===== src/rtl/aibcr3_scan_chain_ctrl_if.sv =====
// Request/scan bundle between a scan-chain requester and aibcr3_scan_chain_ctrl.
// UNLOAD_PAR exists only when AIBCR3_SCAN_CTRL_PAR_EN is defined.
interface aibcr3_scan_chain_ctrl_if #(
  parameter int CHAIN_LEN = 16
);
  logic                 START;
  logic                 CAPTURE_EN;
  logic                 FILL;
  logic [CHAIN_LEN-1:0] LOAD_DATA;
  logic                 SO;
  logic                 SE;
  logic                 SI;
  logic                 BUSY;
  logic                 DONE;
  logic [CHAIN_LEN-1:0] UNLOAD_DATA;
`ifdef AIBCR3_SCAN_CTRL_PAR_EN
  logic                 UNLOAD_PAR;
`endif

  // master: requester plus chain model; slave: the controller
  modport master (
    output START, CAPTURE_EN, FILL, LOAD_DATA, SO,
    input  SE, SI, BUSY, DONE, UNLOAD_DATA
`ifdef AIBCR3_SCAN_CTRL_PAR_EN
    , input UNLOAD_PAR
`endif
  );

  modport slave (
    input  START, CAPTURE_EN, FILL, LOAD_DATA, SO,
    output SE, SI, BUSY, DONE, UNLOAD_DATA
`ifdef AIBCR3_SCAN_CTRL_PAR_EN
    , output UNLOAD_PAR
`endif
  );
endinterface


===== src/rtl/aibcr3_scan_chain_ctrl.sv =====
// Serial load / optional capture / unload driver for an aibcr3 mux-scan chain.
// Define AIBCR3_SCAN_CTRL_PAR_EN to add the serially accumulated UNLOAD_PAR output.
module aibcr3_scan_chain_ctrl #(
  parameter  int CHAIN_LEN = 16,
  localparam int CNT_W     = $clog2(CHAIN_LEN + 1)
) (
  input logic                     CK,
  input logic                     RST,
  aibcr3_scan_chain_ctrl_if.slave bus
);

  typedef enum logic [2:0] {
    ST_IDLE,
    ST_SHIFT_IN,
    ST_CAPTURE,
    ST_SHIFT_OUT,
    ST_FINISH
  } state_t;

  localparam logic [CNT_W-1:0] CNT_LAST = CNT_W'(CHAIN_LEN - 1);

  state_t               state_q,  state_d;
  logic [CNT_W-1:0]     cnt_q,    cnt_d;
  logic [CHAIN_LEN-1:0] load_q,   load_d;
  logic                 cap_q,    cap_d;
  logic                 fill_q,   fill_d;
  logic                 se_q,     se_d;
  logic                 si_q,     si_d;
  logic                 busy_q,   busy_d;
  logic                 done_q,   done_d;
  logic [CHAIN_LEN-1:0] unload_q, unload_d;
`ifdef AIBCR3_SCAN_CTRL_PAR_EN
  logic                 par_q,    par_d;
`endif

  logic                 cnt_last;
  logic                 unload_en;
  logic [CHAIN_LEN-1:0] load_shift;
  logic [CHAIN_LEN-1:0] unload_shift;

  assign cnt_last = (cnt_q == CNT_LAST);

  // load_q always holds the bits still to be sent, next one at the MSB
  assign load_shift[0]   = 1'b0;
  assign unload_shift[0] = bus.SO;
  for (genvar gi = 1; gi < CHAIN_LEN; gi++) begin : g_shift
    assign load_shift[gi]   = load_q[gi-1];
    assign unload_shift[gi] = unload_q[gi-1];
  end

  always_comb begin
    state_d   = state_q;
    cnt_d     = cnt_q;
    load_d    = load_q;
    cap_d     = cap_q;
    fill_d    = fill_q;
    se_d      = se_q;
    si_d      = si_q;
    busy_d    = busy_q;
    done_d    = 1'b0;
    unload_d  = unload_q;
`ifdef AIBCR3_SCAN_CTRL_PAR_EN
    par_d     = par_q;
`endif
    unload_en = 1'b0;

    case (state_q)
      ST_IDLE: begin
        se_d   = 1'b0;
        si_d   = 1'b0;
        busy_d = 1'b0;
        if (bus.START) begin
          state_d  = ST_SHIFT_IN;
          load_d   = bus.LOAD_DATA << 1;
          cap_d    = bus.CAPTURE_EN;
          fill_d   = bus.FILL;
          cnt_d    = '0;
          unload_d = '0;
`ifdef AIBCR3_SCAN_CTRL_PAR_EN
          par_d    = 1'b0;
`endif
          se_d     = 1'b1;
          si_d     = bus.LOAD_DATA[CHAIN_LEN-1];
          busy_d   = 1'b1;
        end
      end

      ST_SHIFT_IN: begin
        load_d    = load_shift;
        unload_en = !cap_q;
        if (cnt_last) begin
          cnt_d = '0;
          se_d  = 1'b0;
          si_d  = 1'b0;
          if (cap_q) begin
            state_d = ST_CAPTURE;
          end else begin
            state_d = ST_FINISH;
            busy_d  = 1'b0;
            done_d  = 1'b1;
          end
        end else begin
          cnt_d = cnt_q + CNT_W'(1);
          si_d  = load_q[CHAIN_LEN-1];
        end
      end

      ST_CAPTURE: begin
        state_d = ST_SHIFT_OUT;
        se_d    = 1'b1;
        si_d    = fill_q;
      end

      ST_SHIFT_OUT: begin
        unload_en = 1'b1;
        if (cnt_last) begin
          cnt_d   = '0;
          state_d = ST_FINISH;
          se_d    = 1'b0;
          si_d    = 1'b0;
          busy_d  = 1'b0;
          done_d  = 1'b1;
        end else begin
          cnt_d = cnt_q + CNT_W'(1);
        end
      end

      ST_FINISH: begin
        state_d = ST_IDLE;
        se_d    = 1'b0;
        si_d    = 1'b0;
        busy_d  = 1'b0;
      end

      default: begin
        state_d = ST_IDLE;
        se_d    = 1'b0;
        si_d    = 1'b0;
        busy_d  = 1'b0;
      end
    endcase

    // SO is sampled on the same edge the chain shifts, i.e. before its update
    if (unload_en) begin
      unload_d = unload_shift;
`ifdef AIBCR3_SCAN_CTRL_PAR_EN
      par_d    = par_q ^ bus.SO;
`endif
    end
  end

  always_ff @(posedge CK) begin
    if (RST) begin
      state_q  <= ST_IDLE;
      cnt_q    <= '0;
      load_q   <= '0;
      cap_q    <= 1'b0;
      fill_q   <= 1'b0;
      se_q     <= 1'b0;
      si_q     <= 1'b0;
      busy_q   <= 1'b0;
      done_q   <= 1'b0;
      unload_q <= '0;
`ifdef AIBCR3_SCAN_CTRL_PAR_EN
      par_q    <= 1'b0;
`endif
    end else begin
      state_q  <= state_d;
      cnt_q    <= cnt_d;
      load_q   <= load_d;
      cap_q    <= cap_d;
      fill_q   <= fill_d;
      se_q     <= se_d;
      si_q     <= si_d;
      busy_q   <= busy_d;
      done_q   <= done_d;
      unload_q <= unload_d;
`ifdef AIBCR3_SCAN_CTRL_PAR_EN
      par_q    <= par_d;
`endif
    end
  end

  assign bus.SE          = se_q;
  assign bus.SI          = si_q;
  assign bus.BUSY        = busy_q;
  assign bus.DONE        = done_q;
  assign bus.UNLOAD_DATA = unload_q;
`ifdef AIBCR3_SCAN_CTRL_PAR_EN
  assign bus.UNLOAD_PAR  = par_q;
`endif

endmodule


===== src/flat_wrapper.sv =====
// flat-port wrapper written by rule: the top's interface ports become plain ports
module aibcr3_scan_chain_ctrl_flat 
#(
  parameter  int CHAIN_LEN = 16,
  localparam int CNT_W     = $clog2(CHAIN_LEN + 1)
)
  (CK, RST, bus_START, bus_CAPTURE_EN, bus_FILL, bus_LOAD_DATA, bus_SO, bus_SE, bus_SI, bus_BUSY, bus_DONE, bus_UNLOAD_DATA);
  aibcr3_scan_chain_ctrl_if #(.CHAIN_LEN(CHAIN_LEN)) bus_i ();
  input logic CK;
  input logic RST;
  input wire logic [$bits(bus_i.START)-1:0] bus_START;
  input wire logic [$bits(bus_i.CAPTURE_EN)-1:0] bus_CAPTURE_EN;
  input wire logic [$bits(bus_i.FILL)-1:0] bus_FILL;
  input wire logic [$bits(bus_i.LOAD_DATA)-1:0] bus_LOAD_DATA;
  input wire logic [$bits(bus_i.SO)-1:0] bus_SO;
  output wire logic [$bits(bus_i.SE)-1:0] bus_SE;
  output wire logic [$bits(bus_i.SI)-1:0] bus_SI;
  output wire logic [$bits(bus_i.BUSY)-1:0] bus_BUSY;
  output wire logic [$bits(bus_i.DONE)-1:0] bus_DONE;
  output wire logic [$bits(bus_i.UNLOAD_DATA)-1:0] bus_UNLOAD_DATA;
  assign bus_i.START = bus_START;
  assign bus_i.CAPTURE_EN = bus_CAPTURE_EN;
  assign bus_i.FILL = bus_FILL;
  assign bus_i.LOAD_DATA = bus_LOAD_DATA;
  assign bus_i.SO = bus_SO;
  assign bus_SE = bus_i.SE;
  assign bus_SI = bus_i.SI;
  assign bus_BUSY = bus_i.BUSY;
  assign bus_DONE = bus_i.DONE;
  assign bus_UNLOAD_DATA = bus_i.UNLOAD_DATA;
  aibcr3_scan_chain_ctrl #(.CHAIN_LEN(CHAIN_LEN)) u_core (.CK(CK), .RST(RST), .bus(bus_i));
endmodule

===== config.mk =====
export PLATFORM = sky130hd
export DESIGN_NAME = aibcr3_scan_chain_ctrl_flat
export DESIGN_NICKNAME = d
export VERILOG_FILES = /design/src/rtl/aibcr3_scan_chain_ctrl_if.sv /design/src/rtl/aibcr3_scan_chain_ctrl.sv /design/src/flat_wrapper.sv
export SDC_FILE = /design/constraint.sdc
export NUM_CORES = 1
export LEC_CHECK = 0
export ABC_AREA = 1
export BUFFER_PORTS_ARGS = -buffer_cell sky130_fd_sc_hd__buf_2
export CAP_MARGIN = 5
export CORE_AREA = 2 2 85 87
export CTS_CLUSTER_DIAMETER = 30
export DETAILED_ROUTE_END_ITERATION = 8
export DIE_AREA = 0 0 87 89
export SLEW_MARGIN = 10
export SYNTH_ARGS = -nofsm -noshare
export SYNTH_HDL_FRONTEND = slang
export SYNTH_SLANG_ARGS = --single-unit

===== constraint.sdc =====
create_clock -name CK -period 2.12 [get_ports CK]
set_input_delay 0.106 -clock CK [delete_from_list [all_inputs] [get_ports CK]]
set_output_delay 0.106 -clock CK [all_outputs]
set_load 0.05 [all_outputs]

==> reports/qor.txt, run 1 <==
register bit count reported by yosys - 45
crit path cell chain - inv_1, nand2_1, nand2_1, nand2_1, inv_2, nand2_1, a21oi_1
core area - 6720 um^2
fin nets - 341
row count - 30
antenna-violating nets left - 0
post-route insts no fill - 397
Iter 0 DRT Violations - 85
worst hold slack - 53.7 ps
Net Switching - 0.579 mW
Wirelength per Cell - 11.3 um
Top delay family on crit path - simple AND/OR/NAND/NOR gates
Post-Place Setup Slack - 624 ps
Post-Syn Area - 1980 um^2
DR vias/cell - 4.72
Req. time, crit path - 2340 ps
initial antenna violation count - 0
clock power share - 0.262
gpl congestion - 0.805
Crit-path slowest cell - dfxtp_1
Comb power frac - 0.217
Die Height - 89 um
hold depth - 3
total routed wirelength - 4.49 mm
number of port buffers - 41
Netlist cell types - 22
status - finished, final reports clean
CTS tree - built
sequential area share after synthesis - 0.456
clock root cell - clkbuf_8
DRT Pass-1 Iters - 4
maxcap violations - 0
final hold viol count - 0
post-CTS setup buffer count - 0
Crit Reg-Reg Endpoint - u_core.bus.UNLOAD_DATA[10]
Setup Viol. Count Final - 0
Net Count, Synth - 301
worst setup margin - 620 ps
Cells after Synth - 278
critical path endpoint category - flip-flop
RSZ-0062 raised after global routing - no
dpl hpwl - 3.08 mm
Leak - 1.04 nW
Worst Tran Pin Value - 513 ps
chip width - 87 um
via count - 1873
Net Sw Frac - 0.315
Max FO, Critical Path - 16
Post-CTS Resized - 0
data arrival time of the worst path - 1720 ps
pwr dens - 795 nW/um^2
ratio of cells with drive above 1 in the final layout - 0.192
GRT Overall Usage - 0.127
Power Internal - 1.26 mW
crit path time final - 1500 ps
fmax - 0.666 GHz
Initial Util - 0.294
Post-Syn Area per Cell - 7.11 um^2
most frequent CP cell - nand2_1
Ports - 42
maximum vdd ir drop - 0.314 mV
global route overflow - 0
first-pass GRT wire length - 7.85 mm
Yosys warnings - 0
hold buffers post-CTS - 0
CTS H-tree lvls - 2
kind of critical path - reg2reg
max incr delay on CP - 370 ps
vias in the first global route - 1765
dominant synthesized flop cell - dfxtp_1
Post-Route Setup TNS - 0 ps
clock skew - 9.90 ps
Skew-Pair Late Insertion Delay - 300 ps
CTS clock-pin slew for the worst setup and hold paths - 80 ps
DRC Markers - 0
critical path buffer and inverter count - 2
Cells after DPL - 391
RR Startpoint - u_core.state_q[1]
reg-to-reg slack, setup - 620 ps
Antenna Cells - 0
EDFF count, synth - 0
Reg power frac - 0.522
largest net degree at the start of global routing - 21
Clock Tree Buf Depth - 2
Rel. slew slack - 0.657
max-slew violation count - 0
post-route clock period utilization - 0.708
P&R area growth vs syn - 16.7%
# clock sinks - 45
Worst R2R Path Depth - 7
total CTS buffers - 5
hold path start - bus_FILL
Hold Path Sink - u_core.fill_q
die area - 7740 um^2
asr flop ratio synth - 0
Critical Path Source Type - flip-flop
worst hold-check path type - in2reg
[layout make-up]
class,instances,area [um^2]
clock inverter,1,5.00
clock buffer,5,68.8
inverter,16,60.1
fill,720,4410
tap,80,100
sequential,45,901
timing repair buffer,47,250
multi-input combinational,203,922
[tightest hold or removal path: stages]
cell and delay, ps:
buf_2 100, nand2_1 50, a21oi_1 50
[state kept, by name (all words and copies together), names as in the netlist]
register and flops:
u_core.bus.UNLOAD_DATA 16, u_core.load_q 15, u_core.cnt_q 5, u_core.state_q 3, u_core.bus.BUSY 1, u_core.bus.DONE 1, u_core.bus.SE 1, u_core.bus.SI 1
u_core.cap_q 1, u_core.fill_q 1
[cells in the mapped netlist (3+ instances only)]
| cell type | instances | area [um^2] |
|---|---|---|
| o21ai_0 | 6 | 30.0 |
| nand4_1 | 3 | 18.8 |
| buf_4 | 4 | 30.0 |
| buf_6 | 3 | 33.8 |
| dfxtp_1 | 45 | 901 |
| nor2_1 | 44 | 165 |
| o21ai_1 | 14 | 70.1 |
| inv_2 | 3 | 11.3 |
| nand3_1 | 40 | 200 |
| buf_2 | 3 | 15.0 |
| clkbuf_1 | 4 | 15.0 |
| nand2_1 | 65 | 244 |
| inv_1 | 13 | 48.8 |
| a21oi_1 | 23 | 115 |
[power groups by stage]
stage	Combinational (mW)	Sequential (mW)	Clock (mW)
after global routing	0.453	0.966	0.532
final	0.397	0.957	0.480
after floorplan	0.297	0.996	0
after detailed placement	0.400	0.976	0
after CTS	0.401	0.956	0.506
after global placement	0.396	0.975	0
[how the worst max path moves through the flow]
stage,from,endpoint,slack [ps],depth (start not counted)
CTS,u_core.state_q[1],u_core.bus.UNLOAD_DATA[10],620,7
floorplan,u_core.state_q[0],u_core.bus.UNLOAD_DATA[10],930,8
finish,u_core.state_q[1],u_core.bus.UNLOAD_DATA[10],620,7
detailed placement,u_core.state_q[1],u_core.bus.UNLOAD_DATA[3],620,6
global route,u_core.state_q[1],u_core.bus.UNLOAD_DATA[14],420,7
global placement,u_core.state_q[1],u_core.bus.UNLOAD_DATA[1],680,6
[routing by layer]
metal	track usage	share of wire	vias up
met5	0	0	-
met4	0.0469	0.012	0
met3	0.0286	0.058	7
met2	0.203	0.44	59
met1	0.167	0.49	825
li1	-	-	982
[cell usage in the layout, fill, tap and decap left out]
cell type and instances:
nand3_2 1, buf_4 6, ha_1 1, nand4_1 3, nor2_1 44, clkinv_2 1
buf_2 41, o21ai_4 1, nand3b_1 1, inv_2 3, xor2_1 1, dfxtp_1 45
nand3_1 40, a21oi_1 23, clkbuf_8 5, nand2_1 65, nand2_2 1, inv_1 13
o21ai_1 14, nor2_2 1, nor2_4 1, o21ai_0 6
[through the flow]
stage               utilization  area [um^2]  power, mW
floorplan                     -         1980       1.29
global placement          0.332         2230       1.37
detailed placement        0.332         2230       1.38
CTS                       0.343         2310       1.86
global route              0.343         2310       1.95
finish                    0.343         2310       1.83
[kinds of logic (layout without fill, tap and decap cells)]
logic type      Yosys count  in the layout  share of synthesized area
simple gates            157            157                      0.339
compound gates           44             44                      0.117
xor+xnor                  1              1                    0.00443
buf+inv                  30             69                     0.0778
fa+ha+maj                 1              1                    0.00633
flops                    45             45                      0.456
Power figures use the tool's default switching activity.
==> run 2, diff against run 1 <==
clock period = 1.5 ns   (was 2.12 ns; I/O delays follow)
==> run 2 against run 1 <==
Clock power is 50% higher. Sequential share of layout area down 0.89 points. Utilization increased by 0.80 points. Largest cell class unchanged. Non-clock buffer count up 4. Maximum frequency rose by 12%. Wire length rose by 2.9%. Sequential power up 41%. Worst setup slack got worse by 460 ps. Via count is 2.4% higher. Register-to-register slack got worse by 460 ps. Flip-flop and latch count stayed put.
==> reports/qor.txt, run 2 (synthesized netlist as in run 1, its figures left out) <==
crit path cell chain - ha_2, nand3_1, nor2_1, nor2_1, o21ai_0, nor2_1
post-route clock period utilization - 0.893
pwr dens - 1130 nW/um^2
Worst Tran Pin Value - 259 ps
Crit Reg-Reg Endpoint - u_core.cnt_q[0]
via count - 1918
DRC Markers - 0
kind of critical path - reg2reg
Clock Tree Buf Depth - 2
# clock sinks - 45
Crit-path slowest cell - dfxtp_1
GRT Overall Usage - 0.124
fin nets - 345
total routed wirelength - 4.62 mm
DR vias/cell - 4.76
clock skew - 7.60 ps
die area - 7740 um^2
max incr delay on CP - 400 ps
max reg flops - 16
chip width - 87 um
Initial Util - 0.294
most common cell after layout, fill and taps aside - nand2_1
commonest non-fill, non-tap cells in the layout - nand2_1, dfxtp_1, nor2_1
Skew-Pair Late Insertion Delay - 300 ps
critical path endpoint category - flip-flop
CTS clock-pin slew for the worst setup and hold paths - 80 ps
first-pass GRT wire length - 7.64 mm
global route overflow - 0
ratio of cells with drive above 1 in the final layout - 0.211
Worst R2R Path Depth - 6
P&R area growth vs syn - 19.4%
core area - 6720 um^2
Critical Path Source Type - flip-flop
Ports - 42
dpl hpwl - 3.22 mm
row count - 30
Post-CTS Resized - 0
CTS H-tree lvls - 2
Placement Cell Area - 2260 um^2
RSZ-0062 raised after global routing - no
worst hold-check path type - in2reg
total CTS buffers - 5
Max FO, Critical Path - 5
CTS tree - built
Hold Path Sink - u_core.fill_q
Rel. slew slack - 0.827
final hold viol count - 0
most frequent CP cell - nor2_1
clock root cell - clkbuf_8
hold depth - 3
maxcap violations - 0
vias in the first global route - 1749
Wirelength per Cell - 11.5 um
number of port buffers - 41
data arrival time of the worst path - 1530 ps
Iter 0 DRT Violations - 88
largest net degree at the start of global routing - 23
fmax - 0.747 GHz
Req. time, crit path - 1690 ps
initial antenna violation count - 0
post-CTS setup buffer count - 0
max-slew violation count - 0
gpl congestion - 0.792
Antenna Cells - 0
hold path start - bus_FILL
Finished Cell Area - 2360 um^2
Setup Viol. Count Final - 0
hold buffers post-CTS - 0
RR Startpoint - u_core.cnt_q[0]
DRT Pass-1 Iters - 4
status - finished, final reports clean
maximum vdd ir drop - 0.430 mV
antenna-violating nets left - 0
crit path time final - 1340 ps
Post-Route Setup TNS - 0 ps
Leak - 1.07 nW
reg-to-reg slack, setup - 160 ps
Die Height - 89 um
## run 2: critical path: cells and delay by family, from the launching register on
family,cells,cell delay [ps]
compound gates,1,170
fa+ha+maj,1,230
flops,1,400
simple gates,4,440
## run 2: cell type report
cell class / count / area [um^2]
well taps: 80 / 100
clock buffers: 6 / 72.6
clock inverters: 2 / 10.0
multi-input cells: 203 / 933
fillers: 730 / 4360
inverters: 16 / 60.1
flip-flops and latches: 45 / 901
repair buffers: 51 / 284
## run 2: per-stage QoR
stage / std cells / hold WS (ps) / power (mW) / worst slack (ps) / utilization
6_report: 403 / 11.9 / 2.66 / 161 / 0.351
5_1_grt: 403 / 11.5 / 2.84 / 11.1 / 0.351
4_1_cts: 403 / 7.28 / 2.68 / 79.8 / 0.349
3_3_place_gp: 395 / 332 / 1.95 / 126 / 0.337
3_5_place_dp: 395 / 332 / 1.95 / 92.9 / 0.337
2_1_floorplan: 278 / 218 / 1.83 / 314 / -
## run 2: power breakdown
group | internal [mW] | leakage (nW) | switching (mW)
logic | 0.194 | 0.656 | 0.397
clock network | 0.323 | 0.0450 | 0.399
registers | 1.29 | 0.368 | 0.0601
## run 2: worst max-delay path by stage
stage	from	endpoint	depth (start not counted)
2_1_floorplan	u_core.state_q[0]	u_core.bus.UNLOAD_DATA[10]	8
3_3_place_gp	u_core.state_q[1]	u_core.load_q[11]	7
3_5_place_dp	u_core.state_q[1]	u_core.load_q[4]	7
4_1_cts	u_core.state_q[1]	u_core.load_q[4]	7
5_1_grt	u_core.cnt_q[0]	u_core.cnt_q[0]	6
6_report	u_core.cnt_q[0]	u_core.cnt_q[0]	6
## run 2: routing by layer
metal	wire [um]	up-vias	share of wire	GRT usage
li1	-	990	-	-
met1	2160	869	0.47	0.148
met2	2070	49	0.45	0.209
met3	315	10	0.068	0.0397
met4	74	0	0.016	0.0483
met5	0	-	0	0
==> run 3, diff against run 2 <==
PLACE_DENSITY = 0.46   (was unset)
==> run 3 against run 2 <==
Worst hold slack better by 14 ps. Critical endpoint is now u_core.state_q[0]. Critical path depth did not move. Clock-buffer cell count increased by 1. Sequential power hardly changed. Worst setup slack lost 51 ps. Via count shrank 2.2%.
==> reports/qor.txt, run 3 (synthesized netlist as in run 1, its figures left out) <==
max-slew violation count - 0
DRC Markers - 0
Skew-Pair Late Insertion Delay - 290 ps
CTS tree - built
Net Sw Frac - 0.294
Comb power frac - 0.208
Post-CTS Resized - 0
kind of critical path - reg2reg
post-route insts no fill - 404
post-route clock period utilization - 0.927
chip width - 87 um
max reg flops - 16
total routed wirelength - 4.78 mm
gpl congestion - 0.745
final hold viol count - 0
Post-Place Setup Slack - 143 ps
largest net degree at the start of global routing - 21
Layout fillers - 744
global route overflow - 0
CTS clock-pin slew for the worst setup and hold paths - 80 ps
clock root cell - clkbuf_8
data arrival time of the worst path - 1570 ps
dpl hpwl - 3.37 mm
critical path endpoint category - flip-flop
ratio of cells with drive above 1 in the final layout - 0.207
hold buffers post-CTS - 0
vias in the first global route - 1886
clock skew - 5.00 ps
fmax - 0.719 GHz
fin nets - 346
Antenna Cells - 0
most frequent CP cell - nor2_1
clock power share - 0.325
first-pass GRT wire length - 8.31 mm
worst setup margin - 110 ps
post-CTS setup buffer count - 0
Critical path origin - u_core.cnt_q[0]
hold path start - bus_FILL
Cells after DPL - 396
final core occ - 0.357
maximum vdd ir drop - 0.572 mV
Net Switching - 0.847 mW
Top delay family on crit path - simple AND/OR/NAND/NOR gates
Critical Path Source Type - flip-flop
Rel. slew slack - 0.739
GRT Overall Usage - 0.133
total CTS buffers - 5
worst hold slack - 25.9 ps
critical path buffer and inverter count - 0
Setup Viol. Count Final - 0
Wirelength per Cell - 11.8 um
Max FO, Critical Path - 5
Die Height - 89 um
Crit-path slowest cell - dfxtp_1
row count - 30
Post-Route Setup TNS - 0 ps
Leak - 1.09 nW
maxcap violations - 0
Iter 0 DRT Violations - 60
FF/Latch Area - 901 um^2
status - finished, final reports clean
Clock Tree Buf Depth - 2
P&R area growth vs syn - 21.4%
Req. time, crit path - 1680 ps
commonest non-fill, non-tap cells in the layout - nand2_1, dfxtp_1, nor2_1
Initial Util - 0.294
core area - 6720 um^2
Ports - 42
initial antenna violation count - 0
Power Internal - 2.03 mW
max incr delay on CP - 400 ps
crit path cell chain - ha_1, nand3_1, nor2_1, nor2_1, a21oi_1, nor2_1
Reg power frac - 0.467
# clock sinks - 45
RR Startpoint - u_core.cnt_q[0]
DR vias/cell - 4.64
RSZ-0062 raised after global routing - no
most common cell after layout, fill and taps aside - nand2_1
via count - 1876
antenna-violating nets left - 0
die area - 7740 um^2
area occupied by multi-input gates - 922 um^2
CTS H-tree lvls - 2
crit path time final - 1390 ps
worst hold-check path type - in2reg
Worst Tran Pin Value - 391 ps
pwr dens - 1200 nW/um^2
DRT Pass-1 Iters - 4
number of port buffers - 41
[run 3: routing by layer]
layer  vias to the layer above  global-route usage  share of wire
li1                        993                   -              -
met4                         0              0.0341         0.0075
met3                         4              0.0379          0.060
met1                       836               0.160           0.48
met2                        43               0.234           0.45
met5                         -                   0              0
[run 3: metrics by stage]
stage | power (mW) | area [um^2]
final | 2.88 | 2400
after global routing | 3.07 | 2400
after CTS | 2.93 | 2400
after detailed placement | 1.98 | 2280
after global placement | 1.98 | 2280
after floorplan | 1.83 | 1980
[run 3: worst paths after layout]
| check | to | slack [ps] | cells after the start |
|---|---|---|---|
| max | u_core.state_q[0] | 110 | 6 |
| min | u_core.fill_q | 30 | 3 |
| max reg2reg | u_core.state_q[0] | 110 | 6 |
| min reg2reg | u_core.cnt_q[4] | 470 | 2 |
[run 3: area by class of cell]
type / count / area share
Clock inverter: 1 / 0.0125
Sequential cell: 45 / 0.375
Tap cell: 80 / 0.0417
Inverter: 16 / 0.0250
Timing Repair Buffer: 52 / 0.125
Clock buffer: 7 / 0.0360
Multi-Input combinational cell: 203 / 0.384
[run 3: tightest hold or removal path, stage by stage]
cell	delay, ps
buf_2	90
nand2_1	50
a21oi_1	50
[run 3: power groups by stage]
stage	Combinational [mW]	Clock, mW	Sequential [mW]
3_5_place_dp	0.608	0	1.37
6_report	0.600	0.934	1.34
2_1_floorplan	0.420	0	1.41
4_1_cts	0.610	0.977	1.34
5_1_grt	0.685	1.02	1.36
3_3_place_gp	0.609	0	1.37
